**src/rtl/song_sequencer_pkg.sv**
```systemverilog
// song_sequencer_pkg
// Shared types and helpers for the song playback sequencer.
//   seqState_e : sequencer FSM states (pause / play / switch)
//   nextSong   : wrapping song index increment
package song_sequencer_pkg;

  // Encodings are fixed so the states line up with the rest of the player.
  typedef enum logic [1:0] {
    SEQ_PAUSE  = 2'b00,
    SEQ_PLAY   = 2'b01,
    SEQ_SWITCH = 2'b10
  } seqState_e;

  // Advance to the next song, wrapping after the last song in the ROM.
  function automatic logic [1:0] nextSong(input logic [1:0] cur, input logic [1:0] lastSong);
    return (cur == lastSong) ? 2'd0 : cur + 2'd1;
  endfunction

endpackage

```
**src/rtl/song_sequencer_hold_timer.sv**
```systemverilog
// hold_timer
// Loadable 4-bit down-counter that times how long reset_player stays high.
// Ports:
//   clk        in   system clock
//   reset      in   asynchronous active-high reset (count returns to 0)
//   load       in   load load_value this cycle (takes priority over counting)
//   load_value in   [3:0] value loaded into the counter
//   zero       out  high while the count is 0
// The counter decrements every cycle it is not loaded and parks at 0.
module hold_timer (
  input  logic       clk,
  input  logic       reset,
  input  logic       load,
  input  logic [3:0] load_value,
  output logic       zero
);

  logic [3:0] count_q;
  logic [3:0] count_d;

  // Load wins over counting; once the count reaches 0 it stays there.
  always_comb begin
    count_d = count_q;
    if (load) begin
      count_d = load_value;
    end else if (count_q != 4'd0) begin
      count_d = count_q - 4'd1;
    end
  end

  // Count register.
  always_ff @(posedge clk or posedge reset) begin
    if (reset) begin
      count_q <= 4'd0;
    end else begin
      count_q <= count_d;
    end
  end

  assign zero = (count_q == 4'd0);

endmodule

```
**src/rtl/song_sequencer.sv**
```systemverilog
// song_sequencer
// Playback controller for song_reader. Converts one-cycle button pulses into
// the reader's play level, song select and a restart (reset_player) pulse,
// and reacts to song_done by advancing or rewinding.
// Parameters:
//   NUM_SONGS    number of songs in the ROM (1..4); song index wraps
//   RESET_CYCLES cycles reset_player is held high per switch (1..15)
// Ports:
//   clk          in   system clock
//   reset        in   asynchronous active-high reset
//   play_button  in   pulse: toggle play / pause
//   next_button  in   pulse: skip to next song
//   song_done    in   last note of the current song finished
//   play         out  registered play level
//   song         out  [1:0] registered song select
//   reset_player out  registered restart for the reader / note player
// Configuration macro: SONG_SEQ_AUTO_ADVANCE_EN
//   defined   -> song_done while playing advances to the next song and keeps playing
//   undefined -> song_done while playing rewinds the same song and pauses
module song_sequencer
  import song_sequencer_pkg::*;
#(
  parameter int NUM_SONGS    = 4,
  parameter int RESET_CYCLES = 2
) (
  input  logic       clk,
  input  logic       reset,
  input  logic       play_button,
  input  logic       next_button,
  input  logic       song_done,
  output logic       play,
  output logic [1:0] song,
  output logic       reset_player
);

  localparam logic [1:0] LastSong = 2'(NUM_SONGS - 1);
  localparam logic [3:0] HoldLoad = 4'(RESET_CYCLES - 1);

  seqState_e  state_q, state_d;
  logic [1:0] song_q, song_d;
  logic       resume_q, resume_d;
  logic       play_q, play_d;
  logic       resetPlayer_q, resetPlayer_d;
  logic       holdLoad;
  logic       holdZero;

  hold_timer u_hold_timer (
    .clk        (clk),
    .reset      (reset),
    .load       (holdLoad),
    .load_value (HoldLoad),
    .zero       (holdZero)
  );

  // Next-state logic. next_button outranks song_done, which outranks
  // play_button; every input is ignored while a switch is in progress.
  // Outputs are decoded from the next state so they register in step with it.
  always_comb begin
    state_d  = state_q;
    song_d   = song_q;
    resume_d = resume_q;
    holdLoad = 1'b0;
    unique case (state_q)
      SEQ_PAUSE: begin
        if (next_button) begin
          state_d  = SEQ_SWITCH;
          song_d   = nextSong(song_q, LastSong);
          resume_d = 1'b0;
          holdLoad = 1'b1;
        end else if (play_button) begin
          state_d = SEQ_PLAY;
        end
      end
      SEQ_PLAY: begin
        if (next_button) begin
          state_d  = SEQ_SWITCH;
          song_d   = nextSong(song_q, LastSong);
          resume_d = 1'b1;
          holdLoad = 1'b1;
        end else if (song_done) begin
          state_d  = SEQ_SWITCH;
          holdLoad = 1'b1;
`ifdef SONG_SEQ_AUTO_ADVANCE_EN
          song_d   = nextSong(song_q, LastSong);
          resume_d = 1'b1;
`else
          resume_d = 1'b0;
`endif
        end else if (play_button) begin
          state_d = SEQ_PAUSE;
        end
      end
      SEQ_SWITCH: begin
        if (holdZero) begin
          state_d = resume_q ? SEQ_PLAY : SEQ_PAUSE;
        end
      end
      default: begin
        state_d = SEQ_PAUSE;
      end
    endcase
    play_d        = (state_d == SEQ_PLAY);
    resetPlayer_d = (state_d == SEQ_SWITCH);
  end

  // State and output registers; reset aborts any switch in progress.
  always_ff @(posedge clk or posedge reset) begin
    if (reset) begin
      state_q       <= SEQ_PAUSE;
      song_q        <= 2'd0;
      resume_q      <= 1'b0;
      play_q        <= 1'b0;
      resetPlayer_q <= 1'b0;
    end else begin
      state_q       <= state_d;
      song_q        <= song_d;
      resume_q      <= resume_d;
      play_q        <= play_d;
      resetPlayer_q <= resetPlayer_d;
    end
  end

  assign play         = play_q;
  assign song         = song_q;
  assign reset_player = resetPlayer_q;

endmodule

```
**config.mk**
```make
export PLATFORM = sky130hd
export DESIGN_NAME = song_sequencer
export DESIGN_NICKNAME = d
export VERILOG_FILES = /design/src/rtl/song_sequencer_pkg.sv /design/src/rtl/song_sequencer_hold_timer.sv /design/src/rtl/song_sequencer.sv
export SDC_FILE = /design/constraint.sdc
export NUM_CORES = 1
export LEC_CHECK = 0
export CAP_MARGIN = 5
export CORE_MARGIN = 1.5
export CORE_UTILIZATION = 40
export CTS_CLUSTER_DIAMETER = 120
export DETAILED_ROUTE_END_ITERATION = 7
export PLACE_DENSITY = 0.69
export SYNTH_ARGS = -nofsm -noshare
export SYNTH_HDL_FRONTEND = slang
export SYNTH_SLANG_ARGS = --single-unit
export TNS_END_PERCENT = 5
```
**constraint.sdc**
```tcl
create_clock -name clk -period 1.2 [get_ports clk]
set_input_delay 0.36 -clock clk [delete_from_list [all_inputs] [get_ports clk]]
set_output_delay 0.36 -clock clk [all_outputs]
set_load 0.02 [all_outputs]
```
==> reports/results.tsv, run 1 <==
stage	metric	value	unit
timing	period utilisation layout	1.02	
power	Leak	0.364	nW
clock_tree	CTS Buffer Depth	2	
placement	gp weighted congestion	0.704	
clock_tree	H-Tree Level Count	1	
setup_path	cell family with most CP delay	flip-flops	
global_routing	vias in the first global route	425	
timing	post-route minimum period	1230	ps
detailed_routing	DRC Markers	0	
power	Switch Pwr	0.750	mW
power	switch share	0.375	
timing	worst rel slew slack	0.845	
global_routing	total global-route track usage	0.178	
die	total die area	1560	um2
detailed_routing	Wirelength per Cell	12.4	um
setup_path	crit path max-delay cell type	dfrtp_1	
placement	DP HPWL	706	um
clock_tree	clk root buf	clkbuf_4	
placement	dpl cells	78	
die	Row Count	12	
finish	final instance area	773	um2
global_routing	largest net degree at the start of global routing	12	
synthesis	Net Count, Synth	55	
timing	Worst Clk Skew	4.26	ps
setup_path	worst path cell trace	inv_2 > ha_4 > nor3b_4 > buf_6 > buf_4 > o22ai_1	
setup_path	slowest cell delay on critical path	390	ps
die	# IOs	9	
clock_tree	Hold Buf Count CTS	0	
power	sequential share of power	0.332	
clock_tree	CTS buffer count	3	
detailed_routing	via count	438	
setup_path	Register-to-Register Setup Slack	-30	ps
detailed_routing	DR iter-0 viols	8	
timing	fmax	816	MHz
setup_path	Critical Path Source Type	flop	
finish	commonest non-fill, non-tap cell in the layout	buf_4	
finish	final non-filler cell total	85	
clock_tree	clk sinks	11	
outcome	outcome	complete, but fails checks	
outcome	failing checks	negative setup slack	
timing	min setup slack post-route	-26.2	ps
finish	Total Nets Final	80	
timing	Hold Vio Cnt, Final	0	
synthesis	main combinational cell family by area after synthesis	simple AND/OR/NAND/NOR gates	
synthesis	Yosys reg bits	11	
finish	# diodes	0	
synthesis	Cells after Synth	47	
setup_path	Crit path buffers/inverters	3	
timing	RSZ-0062 raised after global routing	true	
synthesis	post-synthesis xor/xnor area fraction	0.0492	
synthesis	Yosys top cell area share	0.515	
job	max cap viols	0	
finish	share of cells above drive strength 1	0.451	
die	die height	39.5	um
synthesis	mux contribution to synthesized area	0.0609	
die	Die Wd	39.5	um
finish	most frequent cells in the layout	buf_4 (12), dfrtp_1 (11), buf_2 (4)	
setup_path	Worst Path Max Fanout	6	
power	PD cells	2580	nW/um2
die	Initial Util	0.456	
timing	final setup fails	7	
global_routing	initial antenna violation count	0	
synthesis	post-synthesis adder-cell area fraction	0.0703	
synthesis	largest area contributor in the netlist	dfrtp_1	
detailed_routing	DR vias/cell	5.15	
min_path	Hold Crit Class	primary input to asynchronous set/reset pin	
detailed_routing	antenna-violating nets left	0	
global_routing	global-route wire length before repair	1780	um
synthesis	post-synth cell types	19	
timing	Hold Slack	363	ps
setup_path	CP Capture Type	flop	
synthesis	Synth Area in Compound Gates	0.112	
synthesis	cell area after synthesis	534	um2
timing	worst slew pin tran	231	ps
synthesis	Simple-Gate Fraction of Synth Area	0.162	
setup_path	CP required	1350	ps
detailed_routing	drt pass-1 iters	4	
clock_tree	Clk pin slew, worst setup/hold paths	70	ps
clock_tree	CTS tree	done	
setup_path	Arrival @ worst endpoint	1380	ps
global_routing	GRT overflow	0	
timing	Max Slew Vio Count	0	
power	Max VDD drop	0.00114	V
synthesis	Avg Cell Area, Syn	11.4	um2
placement	IO buf count	8	
die	Core ar.	1170	um2
placement	DP Area	702	um2
synthesis	largest cells by area after synthesis	dfrtp_1 (52%), ha_1 (7.0%), xnor2_1 (4.9%)	
power	clock share of power	0.126	
finish	Synth-to-Final Area Change	44.7	%
setup_path	Crit Path Class	flop to flop	
power	Comb pwr share	0.542	
clock_tree	clk_lat worst skew	270	ps
detailed_routing	total wire length	1050	um
synthesis	Synthesis Warnings	0	
synthesis	sequential share of the synthesized area	0.515	
power	Internal	1.25	mW
[per-layer routing]
metal,up-vias,global-route usage,part of all wire
li1,209,-,-
met2,16,0.287,0.54
met1,213,0.207,0.40
met4,0,0.0517,0
met3,0,0.0852,0.061
met5,-,0,0
[final timing paths]
path,endpoint,cells after the start,start
min reg2reg,resume_q,2,resume_q
max,state_q[1],6,u_hold_timer.count_q[1]
min in group clk,state_q[0],3,next_button
max in group asynchronous,play,3,reset
max reg2reg,state_q[1],6,u_hold_timer.count_q[1]
min,reset_player,3,reset
[flip-flops by register name, indices dropped and copies added, names as in the netlist]
name / count
u_hold_timer.count_q: 4
play: 1
resume_q: 1
reset_player: 1
state_q: 2
song: 2
[power by group through the flow]
stage	registers, mW	clock network, mW	logic (mW)
after floorplan	0.718	0	0.518
after detailed placement	0.662	0	0.974
after global placement	0.660	0	0.950
final	0.664	0.251	1.08
after global routing	0.683	0.285	1.22
after CTS	0.664	0.267	0.971
[timing repair]
| item | 4_1_cts | 5_1_grt |
|---|---|---|
| endpoints found under the setup margin | 12 | 12 |
| gates cloned | 0 | 0 |
| pin swaps | 2 | 3 |
| setup buffers | 0 | 3 |
| resized for setup | 23 | 4 |
[through the flow]
step                setup slack [ps]  TNS, ps  power (mW)  utilization
floorplan                      -34.2    -49.6        1.24            -
global placement                -352    -2780        1.61        0.599
detailed placement              -367    -3190        1.64        0.599
CTS                            -37.4    -72.1        1.90        0.624
global route                    -121     -729        2.19        0.660
finish                         -26.2     -121        2.00        0.660
[synth_stat cells]
cell and instances:
a211oi_2 1, nand2_1 1, nor3_1 3, nor2b_1 3, nand2b_1 1, a21oi_1 1, o22ai_1 2, nor2_1 4
o31ai_1 2, inv_1 3, mux2i_1 1, nand4b_1 1, ha_1 3, nor3b_4 1, xnor2_1 3, buf_2 1
o21ai_0 3, dfrtp_1 11, mux2_2 2
[final cells by class]
type	instances	area [um2]
fill	98	398
sequential	11	275
multi-input combinational	32	279
inverter	3	11.3
clock buffer	4	26.3
tap	14	17.5
timing repair buffer	21	164
[worst reg2reg max path, stage by stage (launching register included)]
cell,delay (ps)
dfrtp_1,390
inv_2,90
ha_4,120
nor3b_4,170
buf_6,140
buf_4,110
o22ai_1,80
[cells by family (layout without fill, tap and decap cells)]
group | count (synthesis) | in the layout
AOI/OAI and AO/OA | 9 | 9
DFF | 11 | 11
buffers and inverters | 4 | 28
and+or+nand+nor | 14 | 14
xor gates and xnor gates | 3 | 3
adders and majority gates | 3 | 3
muxes | 3 | 3
Power figures use the tool's default switching activity.
==> run 2: changes to the inputs <==
--- a/config.mk
+++ b/config.mk
@@ -10,7 +10,7 @@
 export CORE_UTILIZATION = 40
 export CTS_CLUSTER_DIAMETER = 120
 export DETAILED_ROUTE_END_ITERATION = 7
-export PLACE_DENSITY = 0.69
+export PLACE_DENSITY = 0.65
 export SYNTH_ARGS = -nofsm -noshare
 export SYNTH_HDL_FRONTEND = slang
 export SYNTH_SLANG_ARGS = --single-unit
==> constraint.sdc (replaced) <==
create_clock -name clk -period 1 [get_ports clk]
set_input_delay 0.3 -clock clk [delete_from_list [all_inputs] [get_ports clk]]
set_output_delay 0.3 -clock clk [all_outputs]
set_load 0.02 [all_outputs]
==> reports/results.tsv, run 2 (synthesis results as in run 1) <==
stage	metric	value	unit
power	clock share of power	0.115	
setup_path	Arrival @ worst endpoint	1430	ps
power	switch share	0.380	
timing	Worst Clk Skew	2.80	ps
timing	RSZ-0062 raised after global routing	true	
timing	Max Slew Vio Count	0	
detailed_routing	DR iter-0 viols	4	
timing	Hold Slack	330	ps
power	sequential share of power	0.310	
finish	share of cells above drive strength 1	0.466	
timing	worst rel slew slack	0.792	
min_path	Hold Crit Class	primary input to asynchronous set/reset pin	
clock_tree	CTS buffer count	3	
power	Comb pwr share	0.574	
timing	post-route minimum period	1270	ps
global_routing	vias in the first global route	443	
setup_path	Critical Path Source Type	flop	
clock_tree	H-Tree Level Count	1	
finish	most frequent cells in the layout	buf_4 (13), dfrtp_1 (11), nor2_1 (4)	
finish	Largest Register	u_hold_timer.count_q	
global_routing	total global-route track usage	0.177	
die	Initial Util	0.456	
global_routing	global-route wire length before repair	1750	um
outcome	outcome	complete, but fails checks	
placement	DP Area	722	um2
detailed_routing	antenna-violating nets left	0	
setup_path	CP required	1160	ps
power	Switch Pwr	0.979	mW
clock_tree	CTS Buffer Depth	2	
die	Die Wd	39.5	um
placement	IO buf count	8	
clock_tree	CTS tree	done	
timing	Hold Vio Cnt, Final	0	
finish	commonest non-fill, non-tap cell in the layout	buf_4	
setup_path	CP Capture Type	flop	
detailed_routing	via count	448	
detailed_routing	DRC Markers	0	
power	Max VDD drop	0.00153	V
clock_tree	clk_lat worst skew	270	ps
clock_tree	Clk pin slew, worst setup/hold paths	70	ps
global_routing	largest net degree at the start of global routing	12	
placement	gp weighted congestion	0.727	
power	Leak	0.379	nW
finish	Total Nets Final	82	
die	die height	39.5	um
finish	# diodes	0	
clock_tree	Hold Buf Count CTS	0	
die	Core ar.	1170	um2
detailed_routing	DR vias/cell	5.15	
placement	dpl cells	79	
clock_tree	clk sinks	11	
global_routing	initial antenna violation count	0	
clock_tree	clk root buf	clkbuf_4	
power	Internal	1.60	mW
detailed_routing	Wirelength per Cell	13.4	um
detailed_routing	drt pass-1 iters	4	
global_routing	GRT overflow	0	
timing	min setup slack post-route	-267	ps
setup_path	Crit Path Class	flop to flop	
finish	final non-filler cell total	87	
finish	fill cell count	85	
finish	Synth-to-Final Area Change	53.2	%
die	# IOs	9	
timing	final setup fails	13	
detailed_routing	total wire length	1160	um
timing	worst slew pin tran	310	ps
outcome	failing checks	negative setup slack	
placement	DP HPWL	796	um
power	Total Power	2.58	mW
die	Row Count	12	
setup_path	Worst Path Max Fanout	6	
power	PD cells	3150	nW/um2
timing	period utilisation layout	1.27	
finish	Largest register FFs	4	
timing	fmax	789	MHz
finish	final instance area	818	um2
die	total die area	1560	um2
job	max cap viols	0	
==> run 2: power groups by stage <==
stage / Combinational (mW) / Sequential [mW] / Clock, mW
2_1_floorplan: 0.627 / 0.862 / 0
3_3_place_gp: 1.16 / 0.769 / 0
3_5_place_dp: 1.23 / 0.785 / 0
4_1_cts: 1.35 / 0.793 / 0.309
5_1_grt: 1.59 / 0.816 / 0.324
6_report: 1.48 / 0.800 / 0.297
==> run 2: timing repair <==
action | 4_1_cts | 5_1_grt
gates cloned | 0 | 0
pin swaps | 4 | 0
gates resized for setup | 24 | 5
setup endpoints to repair | 14 | 14
setup buffers | 2 | 2
==> run 2: layout make-up <==
| type | count | area [um2] | share of cell area |
|---|---|---|---|
| timing repair buffer | 23 | 194 | 0.237 |
| multi-input combinational | 32 | 294 | 0.359 |
| inverter | 3 | 11.3 | 0.0138 |
| clock buffer | 4 | 26.3 | 0.0321 |
| sequential | 11 | 275 | 0.336 |
| tap | 14 | 17.5 | 0.0214 |
==> run 2: layer usage <==
layer,vias up,part of all wire,GRT usage
met5,-,0,0
li1,216,-,-
met4,0,0.0060,0.129
met2,9,0.55,0.295
met3,2,0.031,0.0341
met1,221,0.42,0.196
==> run 2: final timing paths <==
kind                                    startpoint                       to  slack [ps]  cells after the start
setup / recovery           u_hold_timer.count_q[0]               state_q[0]        -270                      6
hold / removal                               reset             reset_player         330                      3
setup reg to reg           u_hold_timer.count_q[0]               state_q[0]        -270                      6
hold reg to reg                           resume_q                 resume_q         530                      2
max in group asynchronous                    reset  u_hold_timer.count_q[1]         560                      3
min in group clk                       next_button                     play         490                      3
==> run 2: through the flow <==
step                      setup slack, ps  TNS (ps)  utilization
after detailed placement             -507     -5260        0.616
final                                -267     -2290        0.699
after global routing                 -318     -2860        0.699
after CTS                            -248     -2150        0.666
after global placement               -462     -4880        0.616
after floorplan                      -220     -1570            -
==> run 2: critical path, cell delays in order (launching register included) <==
cell      delay (ps)
dfrtp_1          400
inv_2             80
ha_4             120
nor3b_4          170
buf_6            150
nand4b_1         140
o31ai_2          110
==> run 3: changes to the inputs <==
--- a/config.mk
+++ b/config.mk
@@ -5,12 +5,14 @@
 export SDC_FILE = /design/constraint.sdc
 export NUM_CORES = 1
 export LEC_CHECK = 0
+export ABC_CLOCK_PERIOD_IN_PS = 1000
 export CAP_MARGIN = 5
-export CORE_MARGIN = 1.5
-export CORE_UTILIZATION = 40
+export CORE_AREA = 2 2 39 41
 export CTS_CLUSTER_DIAMETER = 120
 export DETAILED_ROUTE_END_ITERATION = 7
-export PLACE_DENSITY = 0.65
+export DIE_AREA = 0 0 41 43
+export PLACE_DENSITY = 0.66
+export SLEW_MARGIN = 20
 export SYNTH_ARGS = -nofsm -noshare
 export SYNTH_HDL_FRONTEND = slang
 export SYNTH_SLANG_ARGS = --single-unit
==> reports/results.tsv, run 3 (synthesis results as in run 1) <==
stage	metric	value	unit
finish	# diodes	0	
detailed_routing	drt pass-1 iters	2	
outcome	failing checks	negative setup slack	
clock_tree	clk root buf	clkbuf_4	
timing	Hold Vio Cnt, Final	0	
finish	commonest non-fill, non-tap cell in the layout	buf_4	
setup_path	CP required	1160	ps
timing	min setup slack post-route	-241	ps
timing	final setup fails	13	
setup_path	r2r endpoint	state_q[0]	
global_routing	initial antenna violation count	0	
outcome	outcome	complete, but fails checks	
detailed_routing	total wire length	987	um
min_path	Hold Crit Class	primary input to asynchronous set/reset pin	
setup_path	Crit path buffers/inverters	2	
clock_tree	H-Tree Level Count	1	
timing	fmax	805	MHz
setup_path	Crit path depth	6	
setup_path	Critical Path Start	u_hold_timer.count_q[0]	
timing	Max Slew Vio Count	0	
die	die height	43	um
setup_path	worst setup path endpoint	state_q[0]	
global_routing	total global-route track usage	0.150	
finish	Synth-to-Final Area Change	45.0	%
power	Total Power	2.36	mW
placement	DP Area	727	um2
job	max cap viols	0	
detailed_routing	antenna-violating nets left	0	
clock_tree	CTS buffer count	3	
clock_tree	CTS Buffer Depth	2	
power	Leak	0.367	nW
clock_tree	Hold Buf Count CTS	0	
timing	post-route minimum period	1240	ps
setup_path	crit path max-delay cell type	dfrtp_1	
clock_tree	clk sinks	11	
die	Initial Util	0.386	
setup_path	CP Capture Type	flop	
setup_path	Worst Path Max Fanout	6	
setup_path	Arrival @ worst endpoint	1410	ps
clock_tree	clk_lat worst skew	270	ps
setup_path	Critical Path Source Type	flop	
setup_path	cell family with most CP delay	flip-flops	
finish	final instance area	774	um2
setup_path	Critical R2R Launch	u_hold_timer.count_q[0]	
detailed_routing	DR vias/cell	4.80	
placement	IO buf count	8	
detailed_routing	DRC Markers	0	
timing	period utilisation layout	1.24	
finish	Largest register FFs	4	
global_routing	vias in the first global route	420	
timing	worst rel slew slack	0.845	
die	Row Count	14	
global_routing	global-route wire length before repair	1750	um
finish	most frequent cells in the layout	buf_4 (13), dfrtp_1 (11), buf_2 (4)	
finish	share of cells above drive strength 1	0.458	
setup_path	FF-to-FF path depth	6	
setup_path	Crit Path Class	flop to flop	
placement	gp weighted congestion	0.798	
setup_path	slowest cell delay on critical path	390	ps
die	Core ar.	1380	um2
die	total die area	1760	um2
clock_tree	Clk pin slew, worst setup/hold paths	70	ps
timing	RSZ-0062 raised after global routing	true	
setup_path	worst path cell trace	inv_2 > ha_1 > nor3b_4 > buf_6 > nand4b_1 > o31ai_2	
detailed_routing	via count	422	
placement	DP HPWL	736	um
clock_tree	CTS tree	done	
power	Max VDD drop	0.00135	V
die	# IOs	9	
global_routing	largest net degree at the start of global routing	12	
global_routing	GRT overflow	0	
power	PD cells	3050	nW/um2
finish	Total Nets Final	81	
timing	worst slew pin tran	226	ps
detailed_routing	Wirelength per Cell	11.2	um
detailed_routing	DR iter-0 viols	1	
setup_path	Register-to-Register Setup Slack	-240	ps
timing	Worst Clk Skew	4.31	ps
die	Die Wd	41	um
finish	Largest Register	u_hold_timer.count_q	
==> run 3: worst min-delay path by stage <==
stage	to	slack, ps	depth (start not counted)
2_1_floorplan	play	150	1
3_3_place_gp	resume_q	510	2
3_5_place_dp	resume_q	510	2
4_1_cts	resume_q	300	3
5_1_grt	resume_q	340	3
6_report	resume_q	300	3
==> run 3: cell type report <==
cell class	instances	area [um2]
Timing Repair Buffer	22	168
Inverter	3	11.3
Sequential cell	11	275
Multi-Input combinational cell	32	274
Clock buffer	4	26.3
Fill cell	127	609
Tap cell	16	20.0
==> run 3: timing repair <==
item / 4_1_cts / 5_1_grt
hold endpoints to repair: 0 / 0
setup endpoints to repair: 14 / 15
pin swaps: 4 / 0
setup buffers: 1 / 0
gates resized for setup: 25 / 1
==> run 3: tightest hold or removal path: stages <==
cell,delay [ps]
clkdlybuf4s50_1,390
inv_1,50
buf_4,180
==> run 3: metal layers <==
metal / part of all wire / vias up / GRT usage
li1: - / 219 / -
met2: 0.49 / 7 / 0.219
met5: 0 / - / 0
met4: 0.024 / 0 / 0.100
met1: 0.45 / 192 / 0.190
met3: 0.034 / 4 / 0.0314
==> run 3: where the power goes <==
part	switching, mW	total [mW]	internal [mW]
Combinational	0.573	1.26	0.688
Sequential	0.152	0.798	0.645
Clock	0.147	0.301	0.154
==> run 3: metrics by stage <==
| stage | cells | TNS [ps] | setup slack [ps] | hold WS [ps] | util |
|---|---|---|---|---|---|
| 6_report | 88 | -2080 | -241 | 302 | 0.560 |
| 5_1_grt | 88 | -2940 | -335 | 339 | 0.560 |
| 4_1_cts | 88 | -2110 | -228 | 302 | 0.560 |
| 3_5_place_dp | 83 | -5380 | -479 | 515 | 0.525 |
| 3_3_place_gp | 83 | -5190 | -480 | 510 | 0.525 |
| 2_1_floorplan | 47 | -1570 | -220 | 152 | - |
